[src/rtl/unidad_mult_div_pkg.sv]
// Shared encodings for the MIPS multiply/divide unit: op codes, FSM states, datapath width.
// Also holds the small helpers used to decode the op and to take magnitudes of signed operands.
package pkg_mips;

  localparam int DATA_W = 32;

  localparam logic [1:0] OP_MULT  = 2'b00;
  localparam logic [1:0] OP_MULTU = 2'b01;
  localparam logic [1:0] OP_DIV   = 2'b10;
  localparam logic [1:0] OP_DIVU  = 2'b11;

  localparam logic [1:0] IDLE = 2'd0;
  localparam logic [1:0] RUN  = 2'd1;
  localparam logic [1:0] FIX  = 2'd2;

  function automatic logic es_division(input logic [1:0] o);
    return (o == OP_DIV) || (o == OP_DIVU);
  endfunction

  function automatic logic es_con_signo(input logic [1:0] o);
    return (o == OP_MULT) || (o == OP_DIV);
  endfunction

  function automatic logic [DATA_W-1:0] abs_val(input logic [DATA_W-1:0] x, input logic con_signo);
    return (con_signo && x[DATA_W-1]) ? -x : x;
  endfunction

endpackage

[src/rtl/unidad_mult_div_paso.sv]
// One combinational iteration of the mult/div datapath: shift-add multiply or restoring divide.
// Purely combinational, no state; the caller registers acc_next each RUN cycle.
module paso_mult_div
  import pkg_mips::*;
(
  input  logic [2*DATA_W-1:0] acc,
  input  logic [DATA_W-1:0]   opnd,
  input  logic                es_div,
  input  logic                bit_in,
  output logic [2*DATA_W-1:0] acc_next
);

  logic [DATA_W:0] suma;
  logic [DATA_W:0] resto;
  logic [DATA_W:0] dif;

  // Multiply: add into the upper half, then shift the 65-bit sum right so the product fills in from the top.
  // Divide: remainder lives in the upper half, quotient bits enter the lower half from the right.
  always_comb begin
    suma     = {1'b0, acc[2*DATA_W-1:DATA_W]} + (bit_in ? {1'b0, opnd} : '0);
    resto    = {acc[2*DATA_W-1:DATA_W], bit_in};
    dif      = resto - {1'b0, opnd};
    acc_next = {suma, acc[DATA_W-1:1]};
    if (es_div) begin
      if (resto >= {1'b0, opnd})
        acc_next = {dif[DATA_W-1:0], acc[DATA_W-2:0], 1'b1};
      else
        acc_next = {resto[DATA_W-1:0], acc[DATA_W-2:0], 1'b0};
    end
  end

endmodule

[src/rtl/unidad_mult_div.sv]
// Iterative 32-step MULT/MULTU/DIV/DIVU unit with MTHI/MTLO; start-to-result latency 33 cycles.
// No backpressure: start and writes are only honoured in IDLE, caller stalls while busy.
module unidad_mult_div #(
  parameter int OP_W   = 2,
  parameter int DATA_W = 32
) (
  input  logic              clk,
  input  logic              rst_n,
  input  logic [DATA_W-1:0] a,
  input  logic [DATA_W-1:0] b,
  input  logic [OP_W-1:0]   op,
  input  logic              start,
  input  logic              wr_hi,
  input  logic              wr_lo,
  output logic [DATA_W-1:0] hi,
  output logic [DATA_W-1:0] lo,
  output logic              busy,
  output logic              done
);
  import pkg_mips::*;

  logic [1:0]          state;
  logic [4:0]          cnt;
  logic [2*DATA_W-1:0] acc;
  logic [2*DATA_W-1:0] acc_next;
  logic [2*DATA_W-1:0] prod;
  logic [DATA_W-1:0]   opnd;
  logic [DATA_W-1:0]   sreg;
  logic [DATA_W-1:0]   quo;
  logic [DATA_W-1:0]   rem;
  logic                es_div;
  logic                neg_res;
  logic                neg_rem;
  logic                div_cero;
  logic                con_signo;
  logic                op_div;

  assign con_signo = es_con_signo(op);
  assign op_div    = es_division(op);
  assign busy      = (state != IDLE);

  assign prod = neg_res ? -acc : acc;
  assign quo  = neg_res ? -acc[DATA_W-1:0] : acc[DATA_W-1:0];
  assign rem  = neg_rem ? -acc[2*DATA_W-1:DATA_W] : acc[2*DATA_W-1:DATA_W];

  // Multiplier bits leave sreg LSB first; dividend bits leave MSB first.
  paso_mult_div u_paso (
    .acc      (acc),
    .opnd     (opnd),
    .es_div   (es_div),
    .bit_in   (es_div ? sreg[DATA_W-1] : sreg[0]),
    .acc_next (acc_next)
  );

  always_ff @(posedge clk) begin
    if (!rst_n) begin
      state    <= IDLE;
      cnt      <= '0;
      acc      <= '0;
      opnd     <= '0;
      sreg     <= '0;
      es_div   <= 1'b0;
      neg_res  <= 1'b0;
      neg_rem  <= 1'b0;
      div_cero <= 1'b0;
      hi       <= '0;
      lo       <= '0;
      done     <= 1'b0;
    end else begin
      done <= 1'b0;
      case (state)
        IDLE: begin
          if (start) begin
            es_div   <= op_div;
            neg_res  <= con_signo & (a[DATA_W-1] ^ b[DATA_W-1]);
            neg_rem  <= con_signo & a[DATA_W-1];
            div_cero <= op_div && (b == '0);
            opnd     <= op_div ? abs_val(b, con_signo) : abs_val(a, con_signo);
            sreg     <= op_div ? abs_val(a, con_signo) : abs_val(b, con_signo);
            acc      <= '0;
            cnt      <= '0;
            state    <= RUN;
          end else begin
            if (wr_hi) hi <= a;
            if (wr_lo) lo <= a;
          end
        end
        RUN: begin
          acc  <= acc_next;
          sreg <= es_div ? (sreg << 1) : (sreg >> 1);
          cnt  <= cnt + 5'd1;
          if (cnt == 5'd31) state <= FIX;
        end
        FIX: begin
          // A zero divisor leaves |a| as remainder, so the sign fix restores a itself.
          if (es_div) begin
            hi <= rem;
            lo <= div_cero ? '1 : quo;
          end else begin
            hi <= prod[2*DATA_W-1:DATA_W];
            lo <= prod[DATA_W-1:0];
          end
          done  <= 1'b1;
          state <= IDLE;
        end
        default: state <= IDLE;
      endcase
    end
  end

endmodule

[config.mk]
export PLATFORM = sky130hd
export DESIGN_NAME = unidad_mult_div
export DESIGN_NICKNAME = d
export VERILOG_FILES = /design/src/rtl/unidad_mult_div_pkg.sv /design/src/rtl/unidad_mult_div_paso.sv /design/src/rtl/unidad_mult_div.sv
export SDC_FILE = /design/constraint.sdc
export NUM_CORES = 1
export LEC_CHECK = 0
export ABC_AREA = 1
export ABC_CLOCK_PERIOD_IN_PS = 3800
export BUFFER_PORTS_ARGS = -buffer_cell sky130_fd_sc_hd__buf_2
export CORE_AREA = 2 2 159 278
export CTS_CLUSTER_DIAMETER = 50
export CTS_CLUSTER_SIZE = 8
export DETAILED_ROUTE_END_ITERATION = 10
export DIE_AREA = 0 0 161 280
export PLACE_DENSITY_LB_ADDON = 0.08
export SLEW_MARGIN = 20
export SYNTH_ARGS = -nofsm -noshare
export SYNTH_HDL_FRONTEND = slang
export SYNTH_SLANG_ARGS = --single-unit
[constraint.sdc]
create_clock -name clk -period 3.8 [get_ports clk]
set_input_delay 0.19 -clock clk [delete_from_list [all_inputs] [get_ports clk]]
set_output_delay 0.19 -clock clk [all_outputs]
set_load 0.02 [all_outputs]
==> results by stage <==
Run status:
- The flow ran to the end, and the final reports show no timing, DRC or antenna violations.

CTS:
- The longest clock path from root to sink contains 3 buffers.
- The clock sink count is 204.
- The number of levels the H-tree was split into is 1.
- After clock tree synthesis, the clock-pin slew on the worst setup and hold paths is 0.05 ns.
- TritonCTS built the clock tree.
- The cell sitting at the root of the clock tree is a clkbuf_16.
- The post-CTS setup buffer count is 0.
- Buffers inserted during clock tree synthesis total 31.
- The clock latency of the later-clocked register in the worst-skew pair is 0.59 ns.

Timing:
- The count of final hold-check violations is 0.
- The setup violation total in the final timing report is 0.
- The shortest clock period the worst path allows after layout is 3.67 ns.
- The count of final max-slew check failures is 0.
- The slew at the pin closest to its max-slew limit is 1.13 ns.
- The final critical-path share of the clock period is 96.5%.
- Setup repair after global routing left no endpoint under its margin.
- In the final timing run, aggregate negative setup slack is 0 ns.
- The maximum clock skew at final layout is 0.0225 ns.
- The top achievable clock speed is 273 MHz.
- Setup slack closes at 0.135 ns.
- The normalized max-slew margin is 23.8%.

Detailed routing:
- Using the TritonRoute via totals, the vias-per-cell ratio works out to 5.81.
- The residual antenna-violating net count after detailed routing is 0.
- The first TritonRoute pass finished after 6 iterations.
- The detailed router placed 23921 vias in this run.
- The total wirelength of the detailed-routed design is 97.7 mm.
- The number of DRC violations after detailed-routing iteration 0 is 2434.
- Dividing the detail-routed wire length by the instance count gives 23.7 microns.
- The number of remaining DRC errors is 0.

Placement:
- The pre-CTS worst setup slack is 0.0860 ns.
- The estimated wirelength of the detail-placed design is 76.5 mm.
- The total placed instance area is 0.0205 sq mm.
- Routability-driven placement finished with a final weighted congestion of 1.10.
- The number of I/O port buffers is 136.

Layout:
- The number of fill cells in the layout is 4759.
- The layout cell share with drive strength beyond 1 is 8.88%.
- The finished cells cover 0.0215 sq mm.
- The final layout contains 3686 nets.
- From synthesis to final layout, the design area changed by 12.0%.
- Cells fill 49.9% of the core in the end.

Global routing:
- After global routing, the most crowded layer is met2.
- The maximum number of pins on one net before global-route repair is 97.
- The global-route track usage on met2 is 71.1%.
- The global route total overflow is 0.
- The via count of the first global-routing pass is 22651.
- The number of antenna violations at the first check in global routing is 5.
- Across every metal layer, demand over resource in global routing totals 42.1%.
- For met3 alone, demand over resource in global routing was 7.58%.
- For this run, global-route usage on met1 was measured as 41.3%.
- The global-route wire length before repair is 141 mm.

Die:
- The floorplan step set the die width to 161 microns.
- The die height is 280 microns.
- The floorplan step defined a die boundary enclosing 0.0451 sq mm.
- In this run the count of I/O pins placed on the die edge is 137.
- The initial utilization of the core area, before any placement, comes to 44.6%.
- After floorplanning, the core was divided into 101 placement rows.
- The area of the core is 0.0430 sq mm.

Synthesis:
- The synthesized netlist contains 50 unique library cells.
- Summed over all instances, the cell type with the most area after synthesis is dfxtp_1.
- The cell area after synthesis is 0.0192 sq mm.
- The share of async-settable or async-resettable flops after synthesis is 0%.
- The leading register cell type out of synthesis is dfxtp_1.
- The yosys synthesis warning count is 0.
- The flip-flop and latch count after synthesis is 204.
- Counting every instance in the synthesized netlist gives 3437.
- The sequential cell area fraction in the yosys report is 21.3%.
- The number of nets in the synthesized netlist is 3581.
- In the post-synthesis netlist, the biggest area contributors are dfxtp_1 21%, nand2_1 20%, inv_1 8.6%, nand3_1 7.8%, a21oi_1 7.0%.
- The area share of the leading cell type in the synthesized netlist is 21.3%.
- Counting flops with a built-in enable in the synthesized netlist gives 0.
- The mean post-synth cell area is 5.57 sq um.

Setup path:
- STA classifies the critical path endpoint as a register.
- Of all nets on the critical path, the largest fanout is 29.
- The path type of the worst setup path is reg2reg.
- The arrival time of the worst setup path is 4.08 ns.
- STA puts the critical path data required time at 4.22 ns.
- The worst setup path is launched from a register.

Pwr:
- After layout, the design draws a total of 8.23 mW.
- The leakage power is 10.7 nW.
- Across the VDD grid, the largest voltage drop is 395 uV.
- For this design the ratio of total power to cell area is 384 mW/mm^2.

Worst hold path:
- The classification of the worst-slack hold path is in2reg.

Job:
- The max-capacitance violation count is 0.
[final timing paths]
path / from / to / cells after the start / slack, ns
worst min-delay path: b[13] / opnd[13] / 4 / 0.03
worst max register to register: es_div / acc[48] / 17 / 0.13
worst min register to register: acc[31] / acc[31] / 2 / 0.47
worst max-delay path: es_div / acc[48] / 17 / 0.13
[report_power, final]
group	internal, mW	switching [mW]	leakage (nW)
clock	1.51	1.07	0.412
sequential	2.27	0.135	1.67
combinational	0.879	2.37	8.63
[logic make-up after synthesis]
family,after synthesis,share of synthesized area [%]
AO/OA/AOI/OAI,629,17.8
XOR/XNOR,59,2.70
adder cells (fa/ha/maj),73,4.85
buffers and inverters,595,11.9
flip-flops,204,21.3
AND/OR/NAND/NOR,1877,41.4
[registers in the layout, summed over array words and instances (netlist names)]
name      cells
acc          64
hi           32
lo           32
opnd         32
sreg         32
cnt           5
state         2
div_cero      1
done          1
es_div        1
neg_rem       1
neg_res       1
[layout by cell type (no fill, tap or decap), types with 6 or more instances in the layout]
| cell type | count |
|---|---|
| nand3_1 | 298 |
| o31ai_1 | 10 |
| o21ai_0 | 237 |
| or2_2 | 14 |
| nand2_2 | 11 |
| nand3b_1 | 23 |
| a31oi_1 | 27 |
| clkbuf_16 | 31 |
| dfxtp_1 | 203 |
| o21bai_1 | 6 |
| xor2_1 | 40 |
| ha_1 | 71 |
| nand2_1 | 1042 |
| nor3_1 | 48 |
| o211ai_1 | 27 |
| nor4_1 | 7 |
| a21oi_1 | 267 |
| dlygate4sd3_1 | 9 |
| nand4_1 | 60 |
| xnor2_1 | 19 |
| nor2_2 | 15 |
| buf_4 | 65 |
| o21ai_1 | 22 |
| inv_1 | 440 |
| inv_2 | 12 |
| buf_2 | 136 |
| a21o_1 | 6 |
| nor2_1 | 338 |
[routing by layer]
layer  wire length [microns]  share of wire (%)
met1                   31800                 33
met2                   45600                 47
met3                    7550                7.7
met4                   12800                 13
met5                      12              0.012
[timing repair]
item                                   4_1_cts  5_1_grt
hold buffers                                 9        0
resized for setup                            0        1
setup endpoints to repair                    0        1
endpoints found under the hold margin        9        0
[metrics by stage]
stage                     hold slack, ns  instances
after CTS                         0.0197       4114
after global routing              0.0560       4114
after detailed placement           0.464       4066
final                             0.0328       4117
after global placement             0.452       4066
after floorplan                    0.349       3437
[synth_stat cells, drive strengths merged (40+ instances only)]
cell type  number
xor2           40
nand4          60
clkbuf         99
a21oi         270
nand3         303
buf            40
ha             71
inv           454
nor3           51
nor2          357
nand2        1056
dfxtp         204
o21ai         263
[worst max-delay path, cell delays in order, from the launching register on]
cell	delay, ns
dfxtp_4	0.45
inv_2	0.05
or2_2	0.28
o21ai_2	0.17
buf_12	0.25
nor2_1	0.09
ha_1	0.37
nand2_1	0.13
nor2_1	0.35
nand3_1	0.22
nand3_1	0.23
nand3_1	0.15
nand3_1	0.10
nand3_1	0.29
nand2_1	0.15
nor2_1	0.05
nor2_1	0.10
nor2_1	0.05
[area by class of cell]
type	count	area, sq um	share of cell area (%)
Timing Repair Buffer	211	1280	5.96
Multi-Input combinational cell	2638	12800	59.7
Inverter	456	1710	7.99
Clock buffer	34	787	3.67
Sequential cell	204	4090	19.1
Tap cell	566	708	3.30
Clock inverter	5	60.1	0.280
Antenna cell	3	7.51	0.0350
(Power assumes the default switching activity.)
